--- config.mk ---
export PLATFORM = sky130hd
export DESIGN_NAME = txsettings_ctrl
export DESIGN_NICKNAME = d
export VERILOG_FILES = /design/src/rtl/txsettings_pkg.sv /design/src/rtl/txsettings_ctrl.sv
export SDC_FILE = /design/constraint.sdc
export NUM_CORES = 1
export LEC_CHECK = 0
export ABC_AREA = 1
export BUFFER_PORTS_ARGS = -buffer_cell sky130_fd_sc_hd__buf_2
export CAP_MARGIN = 20
export CELL_PAD_IN_SITES_DETAIL_PLACEMENT = 1
export CELL_PAD_IN_SITES_GLOBAL_PLACEMENT = 1
export CORE_MARGIN = 3
export CORE_UTILIZATION = 36
export CTS_CLUSTER_DIAMETER = 30
export CTS_CLUSTER_SIZE = 20
export DETAILED_ROUTE_END_ITERATION = 7
export GPL_TIMING_DRIVEN = 0
export PLACE_DENSITY_LB_ADDON = 0.15
export RECOVER_POWER = 50
export SYNTH_ARGS = -nofsm -noshare
export SYNTH_HDL_FRONTEND = slang
export SYNTH_SLANG_ARGS = --single-unit
--- constraint.sdc ---
create_clock -name clk -period 1.3 [get_ports clk]
set_input_delay 0.26 -clock clk [delete_from_list [all_inputs] [get_ports clk]]
set_output_delay 0.26 -clock clk [all_outputs]
set_load 0.1 [all_outputs]
--- src/rtl/txsettings_pkg.sv ---
// Shared definitions for the transmit-settings controller: FSM encoding and
// the Miller/FM0 select values carried in m_in/m_out.
package txsettings_pkg;

    typedef enum logic [1:0] {
        ST_EMPTY   = 2'd0,
        ST_ACTIVE  = 2'd1,
        ST_PENDING = 2'd2
    } state_e;

    localparam logic [1:0] M_FM0 = 2'd0;
    localparam logic [1:0] M_M2  = 2'd1;
    localparam logic [1:0] M_M4  = 2'd2;
    localparam logic [1:0] M_M8  = 2'd3;

endpackage

--- src/rtl/txsettings_ctrl.sv ---
// Double-buffered transmit settings: an accepted Query lands in a shadow copy
// and is moved to the active outputs only while the transmitter is idle.
module txsettings_ctrl
    import txsettings_pkg::*;
#(
    parameter int TRCAL_W   = 10,
    parameter int TRCAL_MIN = 16,
    parameter int TRCAL_MAX = 1000,
    parameter int CNT_W     = 8
) (
    input  logic               clk,
    input  logic               reset_n,
    input  logic [TRCAL_W-1:0] trcal_in,
    input  logic [1:0]         m_in,
    input  logic               dr_in,
    input  logic               trext_in,
    input  logic               querycomplete,
    input  logic               tx_busy,
    output logic [TRCAL_W-1:0] trcal_out,
    output logic [1:0]         m_out,
    output logic               dr_out,
    output logic               trext_out,
    output logic               settings_valid,
    output logic               update_pending,
    output logic               applied,
    output logic               rejected,
    output logic [CNT_W-1:0]   update_count,
    output logic [1:0]         state_dbg
);

    localparam logic [TRCAL_W-1:0] TRCAL_LO = TRCAL_W'(TRCAL_MIN);
    localparam logic [TRCAL_W-1:0] TRCAL_HI = TRCAL_W'(TRCAL_MAX);

    state_e             state_q, state_d;
    logic               qc_prev_q, qc_prev_d;
    logic [TRCAL_W-1:0] sh_trcal_q, sh_trcal_d;
    logic [1:0]         sh_m_q, sh_m_d;
    logic               sh_dr_q, sh_dr_d;
    logic               sh_trext_q, sh_trext_d;
    logic [TRCAL_W-1:0] act_trcal_q, act_trcal_d;
    logic [1:0]         act_m_q, act_m_d;
    logic               act_dr_q, act_dr_d;
    logic               act_trext_q, act_trext_d;
    logic               valid_q, valid_d;
    logic               applied_q, applied_d;
    logic               rejected_q, rejected_d;
    logic [CNT_W-1:0]   count_q, count_d;

    logic qc_edge;
    logic in_range;
    logic do_apply;

    assign qc_edge  = querycomplete && !qc_prev_q;
    assign in_range = (trcal_in >= TRCAL_LO) && (trcal_in <= TRCAL_HI);
    assign do_apply = (state_q == ST_PENDING) && !tx_busy;

    always_comb begin
        state_d     = state_q;
        qc_prev_d   = querycomplete;
        sh_trcal_d  = sh_trcal_q;
        sh_m_d      = sh_m_q;
        sh_dr_d     = sh_dr_q;
        sh_trext_d  = sh_trext_q;
        act_trcal_d = act_trcal_q;
        act_m_d     = act_m_q;
        act_dr_d    = act_dr_q;
        act_trext_d = act_trext_q;
        valid_d     = valid_q;
        count_d     = count_q;
        applied_d   = 1'b0;
        rejected_d  = 1'b0;

        if (do_apply) begin
            act_trcal_d = sh_trcal_q;
            act_m_d     = sh_m_q;
            act_dr_d    = sh_dr_q;
            act_trext_d = sh_trext_q;
            valid_d     = 1'b1;
            applied_d   = 1'b1;
            state_d     = ST_ACTIVE;
            if (count_q != {CNT_W{1'b1}}) begin
                count_d = count_q + CNT_W'(1);
            end
        end

        // A new Query arriving in the apply cycle overrides the ACTIVE move above.
        if (qc_edge) begin
            if (in_range) begin
                sh_trcal_d = trcal_in;
                sh_m_d     = m_in;
                sh_dr_d    = dr_in;
                sh_trext_d = trext_in;
                state_d    = ST_PENDING;
            end else begin
                rejected_d = 1'b1;
            end
        end
    end

    always_ff @(posedge clk) begin
        if (!reset_n) begin
            state_q     <= ST_EMPTY;
            qc_prev_q   <= 1'b0;
            sh_trcal_q  <= '0;
            sh_m_q      <= '0;
            sh_dr_q     <= 1'b0;
            sh_trext_q  <= 1'b0;
            act_trcal_q <= '0;
            act_m_q     <= '0;
            act_dr_q    <= 1'b0;
            act_trext_q <= 1'b0;
            valid_q     <= 1'b0;
            applied_q   <= 1'b0;
            rejected_q  <= 1'b0;
            count_q     <= '0;
        end else begin
            state_q     <= state_d;
            qc_prev_q   <= qc_prev_d;
            sh_trcal_q  <= sh_trcal_d;
            sh_m_q      <= sh_m_d;
            sh_dr_q     <= sh_dr_d;
            sh_trext_q  <= sh_trext_d;
            act_trcal_q <= act_trcal_d;
            act_m_q     <= act_m_d;
            act_dr_q    <= act_dr_d;
            act_trext_q <= act_trext_d;
            valid_q     <= valid_d;
            applied_q   <= applied_d;
            rejected_q  <= rejected_d;
            count_q     <= count_d;
        end
    end

    assign trcal_out      = act_trcal_q;
    assign m_out          = act_m_q;
    assign dr_out         = act_dr_q;
    assign trext_out      = act_trext_q;
    assign settings_valid = valid_q;
    assign update_pending = (state_q == ST_PENDING);
    assign applied        = applied_q;
    assign rejected       = rejected_q;
    assign update_count   = count_q;
    assign state_dbg      = state_q;

endmodule

==> results.sh <==
export IMPL_drt_wirelength_per_cell_um=12.8
export IMPL_die_y_um=74.8
export IMPL_hold_path_class="input pin to register"
export IMPL_fin_cells=339
export IMPL_place_gp_congestion=0.778
export IMPL_p_leak_nw=1.13
export IMPL_num_vias=1608
export IMPL_antenna_cells=0
export IMPL_cts_sinks=42
export IMPL_drt_initial_drc_count=27
export IMPL_cp_end_kind="register"
export IMPL_min_to="qc_prev_q"
export IMPL_slew_viol_final=0
export IMPL_grt_max_degree=14
export IMPL_cts_made_buffers=5
export IMPL_drc=0
export IMPL_min_period_ns=1.28
export IMPL_crit_arrival_ns=1.46
export IMPL_required_ns=1.49
export IMPL_yosys_area_share_simple_pct=25.8
export IMPL_dpl_hpwl_mm=3.05
export IMPL_outcome="completed"
export IMPL_h_tree_depth=2
export IMPL_crit_chain="ha_4 > nand2_4 > nor3_4 > nand2_2 > nand2_4 > inv_6 > nor2_1 > nor2_1"
export IMPL_path_class="register to register"
export IMPL_synth_seq_cells=42
export IMPL_slowest_stage="dfxtp_4"
export IMPL_fp_dieW_um=74.8
export IMPL_ir_drop_uv=806
export IMPL_tightest_slew_ns=0.530
export IMPL_synth_top_cell_area_share_pct=49.3
export IMPL_muxShareOfSynthArea_pct=0
export IMPL_design_area_sq_mm=0.00230
export IMPL_post_route_period_util_pct=98.2
export IMPL_rrSetupSlack_ns=0.02
export IMPL_rsz0062_at_grt="yes"
export IMPL_fillers=582
export IMPL_relSlewSlack_pct=64.6
export IMPL_drv_cap=0
export IMPL_netlist_instances=232
export IMPL_synth_most_common_cell="nand2_1"
export IMPL_fin_util_pct=51.3
export IMPL_yosysTopAreaCell="dfxtp_1"
export IMPL_r2r_end="update_count[1]"
export IMPL_grt_overflow=0
export IMPL_crit_family="simple AND/OR/NAND/NOR gates"
export IMPL_worst_path_buf_inv=1
export IMPL_area_growth_pct=34.6
export IMPL_synth_compound_area_share_pct=12.0
export IMPL_nets=305
export IMPL_grt_pass1_wl_mm=6.97
export IMPL_crit_fanout=8
export IMPL_ys_async_sr_fraction_pct=0
export IMPL_worst_hold_path_num_cells=3
export IMPL_synth_xor_area_share_pct=2.05
export IMPL_placed_cell_area_sq_mm=0.00205
export IMPL_yosysUniqueCellTypes=22
export IMPL_final_hold_viol_count=0
export IMPL_dieArea_sq_mm=0.00560
export IMPL_cts_root_buf="clkbuf_8"
export IMPL_r2r_start="update_count[1]"
export IMPL_grt_pass1_vias=1497
export IMPL_cts_tree="done"
export IMPL_cts_hold_buf=0
export IMPL_finalSetupViolations=0
export IMPL_drt_wl_total_mm=4.35
export IMPL_initial_core_util_pct=38.1
export IMPL_synthTopCellsByCount="nand2_1 (55), dfxtp_1 (42), nor2_1 (42), inv_1 (27), a21oi_1 (22)"
export IMPL_whs_ns=0.169
export IMPL_max_freq_mhz=784
export IMPL_syn_nets=251
export IMPL_pwr_density_cell_mw_per_mm2=1320
export IMPL_rows=24
export IMPL_drive_above_1_share_pct=28.2
export IMPL_ff2ff_path_depth=8
export IMPL_grtUsageTotal_pct=16.7
export IMPL_critPathMaxStageDelay_ns=0.37
export IMPL_drt_pass1_iterations=4
export IMPL_antenna_found_initial=0
export IMPL_avgSynthCellArea_sq_um=7.35
export IMPL_vias_per_cell=4.74
export IMPL_yosys_top_cells_area="dfxtp_1 (49%), nand2_1 (12%), nor2_1 (9.2%), a21oi_1 (6.5%), inv_1 (5.9%)"
export IMPL_port_buffers=44
export IMPL_ys_flop_type="dfxtp_1"
export IMPL_synth_top_family_by_area="simple AND/OR/NAND/NOR gates"
export IMPL_start_kind="register"
export IMPL_design_portCount=46
export IMPL_clk_pin_slew_ns=0.07
export IMPL_fp_coreArea_sq_mm=0.00447
export IMPL_synthAdderAreaFrac_pct=0.734
export IMPL_clockBufferDepth=2
export IMPL_ant_nets=0
export IMPL_dp_cells=328
export IMPL_synth_seq_area_share_pct=49.3
export IMPL_synth_edf_count=0
export IMPL_insertion_delay_ns=0.29
export IMPL_synthesis_area_sq_mm=0.00171
export IMPL_hp_start="querycomplete"
export IMPL_ys_warn_count=0
export IMPL_fin_skew_ns=0.00606
[how the worst max path moves through the flow]
| stage | cells past startpoint | endpoint | from | slack (ns) |
|---|---|---|---|---|
| detailed placement | 4 | sh_trcal_q[1] | reset_n | -0.09 |
| global route | 8 | update_count[0] | update_count[1] | -0.07 |
| floorplan | 8 | update_count[1] | update_count[0] | -0.10 |
| CTS | 1 | rejected | rejected | 0.006 |
| finish | 8 | update_count[1] | update_count[1] | 0.02 |
| global placement | 4 | sh_dr_q | reset_n | -0.08 |
[power by group]
group / internal, mW / switching [mW] / total (mW) / leakage (nW)
clock: 0.549 / 0.439 / 0.988 / 0.0566
combinational: 0.167 / 0.495 / 0.661 / 0.723
sequential: 1.35 / 0.0368 / 1.39 / 0.352
total: 2.07 / 0.970 / 3.04 / 1.13
[logic make-up after synthesis]
kind of cell | Yosys count
buffers and inverters | 38
xor gates and xnor gates | 4
DFF | 42
and+or+nand+nor | 107
AOI/OAI and AO/OA | 40
adders and majority gates | 1
[timing repair]
item	in CTS	in global routing
setup endpoints to repair	27	10
setup buffers	1	2
pin swaps	1	3
resized for setup	28	9
[worst reg2reg max path, stage by stage (launching register included)]
cell and delay (ns):
dfxtp_4 0.37, ha_4 0.15, nand2_4 0.06, nor3_4 0.16, nand2_2 0.09, nand2_4 0.13
inv_6 0.07, nor2_1 0.09, nor2_1 0.05
[flip-flops by register name, indices dropped and copies added (netlist names)]
register and count:
sh_trcal_q 10, trcal_out 10, update_count 8, m_out 2, sh_m_q 2, state_dbg 2
applied 1, dr_out 1, qc_prev_q 1, rejected 1, settings_valid 1, sh_dr_q 1
sh_trext_q 1, trext_out 1
[layout make-up]
cell class / count / area (sq um) / area share [%]
sequential: 42 / 873 / 38.0
multi-input combinational: 152 / 731 / 31.8
timing repair buffer: 47 / 338 / 14.7
inverter: 28 / 113 / 4.90
clock buffer: 8 / 111 / 4.85
buffer: 10 / 65.1 / 2.83
tap: 52 / 65.1 / 2.83
[cell usage in the layout (no fill, tap or decap), drive strengths merged]
cell and n:
ha 1, buf 43, clkbuf 22, dfxtp 42
xor2 4, nor2 42, a21oi 22, nand3b 1
nand2 56, nor3 3, nand3 5, o21a 1
o21ai 16, inv 28, o211ai 1
[stage by stage]
step / power [mW] / worst slack, ns / setup TNS, ns
6_report: 3.04 / 0.0238 / 0
5_1_grt: 3.19 / -0.0677 / -0.376
4_1_cts: 3.07 / 0.00632 / 0
2_1_floorplan: 1.91 / -0.101 / -1.35
3_3_place_gp: 2.03 / -0.0814 / -0.938
3_5_place_dp: 2.04 / -0.0936 / -1.12
[metal layers]
| metal | vias up | GRT usage, % | wire length, um | part of all wire [%] |
|---|---|---|---|---|
| li1 | 827 | - | - | - |
| met1 | 744 | 20.6 | 1960 | 45 |
| met2 | 30 | 27.2 | 2130 | 49 |
| met3 | 7 | 4.54 | 173 | 4.0 |
| met4 | 0 | 7.31 | 91 | 2.1 |
| met5 | - | 0 | 0 | 0 |
Power figures use the tool's default switching activity.
